### src/rtl/text_seg_pkg.sv
// Shared types for the text line segmenter: FSM states, line descriptor
// and default frame geometry. The descriptor fields are sized for the
// default HEIGHT. A larger HEIGHT needs ROW_W widened here.
package text_seg_pkg;

    localparam int DEF_WIDTH  = 1920;
    localparam int DEF_HEIGHT = 1080;
    localparam int ROW_W      = $clog2(DEF_HEIGHT);
    localparam int COL_W      = $clog2(DEF_WIDTH);

    typedef enum logic [1:0] {
        GAP     = 2'd0,
        IN_LINE = 2'd1,
        CLOSING = 2'd2
    } seg_state_t;

    typedef struct packed {
        logic [ROW_W-1:0] top;
        logic [ROW_W-1:0] bottom;
    } line_desc_t;

    // Line height test: bottom - top + 1 >= min_h.
    function automatic logic tall_enough(
        input logic [ROW_W-1:0] top,
        input logic [ROW_W-1:0] bottom,
        input int               min_h
    );
        return (int'(bottom) - int'(top) + 1) >= min_h;
    endfunction

endpackage

### src/rtl/line_desc_fifo.sv
// Synchronous FIFO of line descriptors with full/empty flags.
// Ports: clk, rst_n (sync, active-low), push/wdata, pop/rdata, full, empty.
// A push while full is accepted when a pop happens on the same edge.
// FIFO_DEPTH must be a power of two, at least 2.
module line_desc_fifo
    import text_seg_pkg::*;
#(
    parameter int FIFO_DEPTH = 8
) (
    input  logic       clk,
    input  logic       rst_n,
    input  logic       push,
    input  line_desc_t wdata,
    input  logic       pop,
    output line_desc_t rdata,
    output logic       full,
    output logic       empty
);

    localparam int AW   = (FIFO_DEPTH > 1) ? $clog2(FIFO_DEPTH) : 1;
    localparam int CNTW = AW + 1;

    line_desc_t      mem [FIFO_DEPTH];
    logic [AW-1:0]   wptr;
    logic [AW-1:0]   rptr;
    logic [CNTW-1:0] count;
    logic            do_push;
    logic            do_pop;

    assign full    = (count == CNTW'(FIFO_DEPTH));
    assign empty   = (count == '0);
    assign do_pop  = pop && !empty;
    assign do_push = push && (!full || do_pop);
    assign rdata   = mem[rptr];

    always_ff @(posedge clk) begin
        if (!rst_n) begin
            wptr  <= '0;
            rptr  <= '0;
            count <= '0;
        end else begin
            if (do_push) begin
                wptr <= wptr + AW'(1);
            end
            if (do_pop) begin
                rptr <= rptr + AW'(1);
            end
            case ({do_push, do_pop})
                2'b10:   count <= count + CNTW'(1);
                2'b01:   count <= count - CNTW'(1);
                default: count <= count;
            endcase
        end
    end

    // Storage is not reset; the pointers define what is valid.
    always_ff @(posedge clk) begin
        if (do_push) begin
            mem[wptr] <= wdata;
        end
    end

endmodule

### src/rtl/text_line_segmenter.sv
// Streaming text line segmenter: counts ink per row of a binary raster
// frame and emits {top, bottom} descriptors for runs of inked rows.
// Ports: clk, rst_n (sync, active-low); pixel in s_valid/s_ready/s_sof/
// s_pix; descriptor out m_valid/m_ready/m_top/m_bottom; frame_done pulse;
// sticky overflow. Macro TEXT_SEG_PROFILE_EN adds prof_valid/prof_count.
module text_line_segmenter
    import text_seg_pkg::*;
#(
    parameter int   WIDTH      = DEF_WIDTH,
    parameter int   HEIGHT     = DEF_HEIGHT,
    parameter logic INK_VALUE  = 1'b0,
    parameter int   MIN_INK    = 2,
    parameter int   MIN_GAP    = 3,
    parameter int   MIN_HEIGHT = 4,
    parameter int   FIFO_DEPTH = 8
) (
    input  logic                        clk,
    input  logic                        rst_n,
    input  logic                        s_valid,
    output logic                        s_ready,
    input  logic                        s_sof,
    input  logic                        s_pix,
    output logic                        m_valid,
    input  logic                        m_ready,
    output logic [$clog2(HEIGHT)-1:0]   m_top,
    output logic [$clog2(HEIGHT)-1:0]   m_bottom,
    output logic                        frame_done,
    output logic                        overflow
`ifdef TEXT_SEG_PROFILE_EN
    ,
    output logic                        prof_valid,
    output logic [$clog2(WIDTH+1)-1:0]  prof_count
`endif
);

    localparam int RW = $clog2(HEIGHT);
    localparam int CW = $clog2(WIDTH);
    localparam int IW = $clog2(WIDTH + 1);
    localparam int GW = $clog2(MIN_GAP + 1);

    logic [CW-1:0] col;
    logic [RW-1:0] row;
    logic [IW-1:0] ink_cnt;

    seg_state_t    state;
    seg_state_t    state_nx;
    logic [RW-1:0] top_r;
    logic [RW-1:0] top_nx;
    logic [RW-1:0] last_r;
    logic [RW-1:0] last_nx;
    logic [GW-1:0] gap_r;
    logic [GW-1:0] gap_nx;

    logic          acc;
    logic [CW-1:0] c_col;
    logic [RW-1:0] c_row;
    logic [IW-1:0] c_ink;
    logic [IW-1:0] ink_nx;
    seg_state_t    c_state;
    logic [GW-1:0] c_gap;
    logic          row_end;
    logic          frame_end;
    logic          row_ink;
    logic          close_line;
    logic          keep;

    logic          push_q;
    line_desc_t    desc_q;
    line_desc_t    head;
    logic          fifo_full;
    logic          fifo_empty;
    logic          pop;
    logic          drop;

    assign acc = s_valid && s_ready;

    // A start-of-frame pixel is pixel (0,0) of a fresh frame, so the
    // counters and row state it sees are the cleared ones.
    assign c_col   = s_sof ? '0  : col;
    assign c_row   = s_sof ? '0  : row;
    assign c_ink   = s_sof ? '0  : ink_cnt;
    assign c_state = s_sof ? GAP : state;
    assign c_gap   = s_sof ? '0  : gap_r;

    assign ink_nx = ((s_pix == INK_VALUE) && (c_ink != IW'(WIDTH)))
                  ? c_ink + IW'(1) : c_ink;

    assign row_end   = (c_col == CW'(WIDTH - 1));
    assign frame_end = row_end && (c_row == RW'(HEIGHT - 1));
    assign row_ink   = (ink_nx >= IW'(MIN_INK));

    always_comb begin
        state_nx   = state;
        top_nx     = top_r;
        last_nx    = last_r;
        gap_nx     = gap_r;
        close_line = 1'b0;
        keep       = 1'b0;
        if (acc) begin
            state_nx = c_state;
            gap_nx   = c_gap;
            if (row_end) begin
                unique case (c_state)
                    GAP: begin
                        if (row_ink) begin
                            state_nx = IN_LINE;
                            top_nx   = c_row;
                            last_nx  = c_row;
                        end
                    end
                    IN_LINE: begin
                        if (row_ink) begin
                            last_nx = c_row;
                        end else if (MIN_GAP <= 1) begin
                            close_line = 1'b1;
                            state_nx   = GAP;
                        end else begin
                            state_nx = CLOSING;
                            gap_nx   = GW'(1);
                        end
                    end
                    CLOSING: begin
                        if (row_ink) begin
                            state_nx = IN_LINE;
                            last_nx  = c_row;
                            gap_nx   = '0;
                        end else if (int'(c_gap) + 1 >= MIN_GAP) begin
                            close_line = 1'b1;
                            state_nx   = GAP;
                            gap_nx     = '0;
                        end else begin
                            gap_nx = c_gap + GW'(1);
                        end
                    end
                    default: begin
                        state_nx = GAP;
                    end
                endcase
                // A row-driven close always lands in GAP, so the
                // frame-end close below never fires on the same row.
                if (frame_end) begin
                    if (state_nx != GAP) begin
                        close_line = 1'b1;
                    end
                    state_nx = GAP;
                    gap_nx   = '0;
                end
            end
            keep = close_line
                && tall_enough(ROW_W'(top_nx), ROW_W'(last_nx), MIN_HEIGHT);
        end
    end

    always_ff @(posedge clk) begin
        if (!rst_n) begin
            state  <= GAP;
            top_r  <= '0;
            last_r <= '0;
            gap_r  <= '0;
        end else begin
            state  <= state_nx;
            top_r  <= top_nx;
            last_r <= last_nx;
            gap_r  <= gap_nx;
        end
    end

    always_ff @(posedge clk) begin
        if (!rst_n) begin
            s_ready    <= 1'b0;
            col        <= '0;
            row        <= '0;
            ink_cnt    <= '0;
            frame_done <= 1'b0;
            push_q     <= 1'b0;
            desc_q     <= '0;
            overflow   <= 1'b0;
        end else begin
            s_ready    <= 1'b1;
            frame_done <= acc && frame_end;
            push_q     <= keep;
            if (keep) begin
                desc_q.top    <= ROW_W'(top_nx);
                desc_q.bottom <= ROW_W'(last_nx);
            end
            if (drop) begin
                overflow <= 1'b1;
            end
            if (acc) begin
                if (row_end) begin
                    col     <= '0;
                    ink_cnt <= '0;
                    row     <= frame_end ? '0 : c_row + RW'(1);
                end else begin
                    col     <= c_col + CW'(1);
                    ink_cnt <= ink_nx;
                    row     <= c_row;
                end
            end
        end
    end

    assign m_valid  = !fifo_empty;
    assign pop      = m_valid && m_ready;
    assign drop     = push_q && fifo_full && !pop;
    assign m_top    = m_valid ? RW'(head.top)    : '0;
    assign m_bottom = m_valid ? RW'(head.bottom) : '0;

    line_desc_fifo #(
        .FIFO_DEPTH (FIFO_DEPTH)
    ) u_fifo (
        .clk   (clk),
        .rst_n (rst_n),
        .push  (push_q),
        .wdata (desc_q),
        .pop   (pop),
        .rdata (head),
        .full  (fifo_full),
        .empty (fifo_empty)
    );

`ifdef TEXT_SEG_PROFILE_EN
    always_ff @(posedge clk) begin
        if (!rst_n) begin
            prof_valid <= 1'b0;
            prof_count <= '0;
        end else begin
            prof_valid <= acc && row_end;
            if (acc && row_end) begin
                prof_count <= ink_nx;
            end
        end
    end
`endif

endmodule

### config.mk
export PLATFORM = sky130hd
export DESIGN_NAME = text_line_segmenter
export DESIGN_NICKNAME = d
export VERILOG_FILES = /design/src/rtl/text_seg_pkg.sv /design/src/rtl/line_desc_fifo.sv /design/src/rtl/text_line_segmenter.sv
export SDC_FILE = /design/constraint.sdc
export NUM_CORES = 1
export LEC_CHECK = 0
export BUFFER_PORTS_ARGS = -buffer_cell sky130_fd_sc_hd__buf_2
export CAP_MARGIN = 10
export CORE_MARGIN = 2
export CORE_UTILIZATION = 40
export DETAILED_ROUTE_END_ITERATION = 8
export PLACE_DENSITY = 0.52
export SLEW_MARGIN = 15
export SYNTH_ARGS = -nofsm -noshare
export SYNTH_HDL_FRONTEND = slang
export SYNTH_SLANG_ARGS = --single-unit
### constraint.sdc
create_clock -name clk -period 16.2 [get_ports clk]
set_input_delay 3.24 -clock clk [delete_from_list [all_inputs] [get_ports clk]]
set_output_delay 3.24 -clock clk [all_outputs]
set_load 0.02 [all_outputs]
==> impl_metrics.csv <==
group,metric,value,unit
setup_path,arrival,9.48,ns
global_route,antenna_found_initial,0,
timing,worst_pin_slew,1.065,ns
power,powerDensity,99.32,mW/mm2
floorplan,dieWidth,184.2,um
drt,wl,28980,um
status,run_status,"complete, no violations",
placement,gp_congestion,0.8893,
layout,final_area,0.01461,mm2
setup_path,reg2regPathDepth,20,
global_route,grt-ovfl-total,0,
drt,drcViolationCount,0,
clock_network,cts_buffers,30,
clock_network,cts.sinks,274,
setup_path,critPathSlowestCell,"a31oi_4",
logic_synthesis,netlist_area,0.01299,mm2
drt,drt-vias-per-instance,5.364,
timing,max_freq,110.7,MHz
floorplan,coreArea,0.03180,mm2
timing,relSlewSlack,0.2897,
drt,drtAntennaViolNets,0,
global_route,grt_max_degree,94,
clock_network,cts_root_buffer,"clkbuf_16",
setup_path,crit_path_end_kind,"register",
power,ir_drop,84.00,uV
clock_network,clock_latency,0.57,ns
layout,syn2layout_area_growth,12.46,%
placement,io_buffers,31,
layout,drive_gt1_frac,0.1803,
setup_path,worst_setup_path_start_kind,"input port",
layout,diodes,0,
logic_synthesis,synth.largest_area_cell,"edfxtp_1",
floorplan,start_util,0.4085,
timing,finalMaxSlewViolations,0,
floorplan,ios,32,
drt,drtIter0Drc,564,
flow_run,drv_cap,0,
global_route,grt_pass1_wl,46440,um
timing,tns,0,ns
timing,fin_crit_sh,0.5577,
floorplan,die_h,184.2,um
clock_network,cts.repair.resized,0,
placement,place_hpwl,18180,um
logic_synthesis,synthCells,1066,
timing,rsz0062_at_grt,"false",
clock_network,cts_hold_buf,0,
layout,stdcell_count,1550,
logic_synthesis,yosys_warnings,0,
clock_network,post_cts_buffers,0,
hold_path,hold_depth,1,
setup_path,crit_chain,"buf_2 > buf_4 > nor2b_1 > inv_1 > ha_1 > and4bb_1 > a31oi_2 > mux2i_1 > nor2b_1 > nand3_1 > nand2_1 > a21oi_1 > ha_1 > inv_1 > o31a_1 > o211ai_1 > o211ai_1 > a311oi_1 > xnor2_1 > nor3_2 > a31oi_4 > mux2_1",
drt,vias,8314,
timing,setup_violations,0,
layout,final_common_cell,"edfxtp_1",
setup_path,worst-path-max-fanout,57,
layout,nets,1120,
logic_synthesis,synthesis.nets,1095,
logic_synthesis,ys.flop_type,"edfxtp_1",
floorplan,die-area,0.03393,mm2
setup_path,crit_required,16.65,ns
drt,dr.pass1.iters,7,
power,p_leak,5.461,nW
clock_network,clkTransAtPathRegs,0.06,ns
logic_synthesis,ys_ff_latch,274,
placement,place_area,0.01361,mm2
timing,min_period,9.034,ns
layout,final_cell_mix,"176 x edfxtp_1, 96 x dfxtp_1, 92 x nand2_1, 68 x nor2_1, 55 x o21ai_0",
logic_synthesis,synth_top_area_frac,0.4069,
drt,wl_per_cell,18.70,um
placement,placedCellCount,1494,
layout,utilization,0.4594,
logic_synthesis,yosysSeqAreaShare,0.5579,
clock_network,clockBufferDepth,3,
global_route,grt_usage,0.1746,
global_route,grt_pass1_vias,8249,
timing,fin_skew,0.01377,ns
hold_path,hold_path_class,"register to register",
timing,hold_viol_final,0,
logic_synthesis,synth_cell_types,79,
logic_synthesis,synthTopCellsByArea,"edfxtp_1 41%, dfxtp_1 15%, mux4_2 7.6%, nand2_1 2.7%, mux2_4 2.3%",
clock_network,cts_tree,"built",
logic_synthesis,synth_edf_count,176,
logic_synthesis,synth-async-reset-ratio,0,
setup_path,crit_type,"input port to register",
setup_path,slowest_delay,0.86,ns
logic_synthesis,syn_avg_cell_area,12.19,um2
clock_network,ctsHtreeMaxLevel,1,
timing,holdWs,0.4626,ns
floorplan,fp-row-count,65,
sequential cells by signal (all words and copies together), names as in the netlist, named ones only:
signal	flops
push_q	1
u_fifo.wptr	3
u_fifo.count	4
gap_r	2
s_ready	1
state	2
desc_q	22
frame_done	1
row	11
overflow	1
last_r	11
top_r	11
u_fifo.rptr	3
u_fifo.mem	176
col	11
ink_cnt	11
through the flow:
| stage | total power, W | setup slack (ns) |
|---|---|---|
| 2_1_floorplan | 0.0007864 | 7.737 |
| 3_3_place_gp | 0.0007969 | 6.870 |
| 3_5_place_dp | 0.0007966 | 6.701 |
| 4_1_cts | 0.001468 | 7.269 |
| 5_1_grt | 0.001506 | 6.590 |
| 6_report | 0.001451 | 7.166 |
cell usage after synthesis (24+ instances only):
cell / instances
nor3_1: 29
nor2b_1: 33
edfxtp_1: 176
and2_1: 47
mux4_2: 44
mux2i_1: 30
nor2_1: 74
nand2_1: 92
inv_1: 24
a21oi_1: 35
clkbuf_1: 40
o21ai_0: 55
dfxtp_1: 98
metal layers:
metal  wire length, um  track usage  vias up
li1                  -            -     4030
met1             13170       0.2335     4075
met2             13980       0.2968      163
met3              1111      0.02628       46
met4               716      0.04672        0
met5                 0            0        -
report_power, final:
part | internal (W) | switching [W]
clock network | 0.000387 | 0.000283
logic | 0.0000162 | 0.0000278
registers | 0.000736 | 0.00000140
layout make-up:
type | instances | area [um2]
fillers | 2903 | 17190
clock inverters | 16 | 148.9
multi-input cells | 713 | 5445
inverters | 24 | 90.09
repair buffers | 48 | 282.8
flip-flops and latches | 274 | 7249
well taps | 435 | 544.3
clock buffers | 40 | 848.3
cell families (layout without fill, tap and decap cells):
family                   count (synthesis)  count (layout)  share of synthesized area
AND/OR/NAND/NOR                        384             384                     0.1559
flip-flops                             274             274                     0.5579
AO/OA/AOI/OAI                          186             186                    0.09651
multiplexers                           102             102                     0.1295
buffers and inverters                   79             128                    0.02533
adder cells (fa/ha/maj)                 23              23                    0.02273
XOR/XNOR                                18              18                    0.01214
critical path: cells and delay by family:
kind,cells,cell delay (ns)
fa+ha+maj,2,0.61
mux,2,0.67
xor+xnor,1,0.18
compound gates,7,2.23
simple gates,6,1.93
buf+inv,4,0.56
path summary, 6_finish.rpt:
check                           slack, ns  startpoint    endpoint
worst min register to register       0.46    overflow    overflow
worst max register to register       9.86  ink_cnt[1]  desc_q[10]
worst max-delay path                 7.17       s_sof  desc_q[10]
worst min-delay path                 0.46    overflow    overflow
No activity file was read; power rests on OpenSTA's default activity.
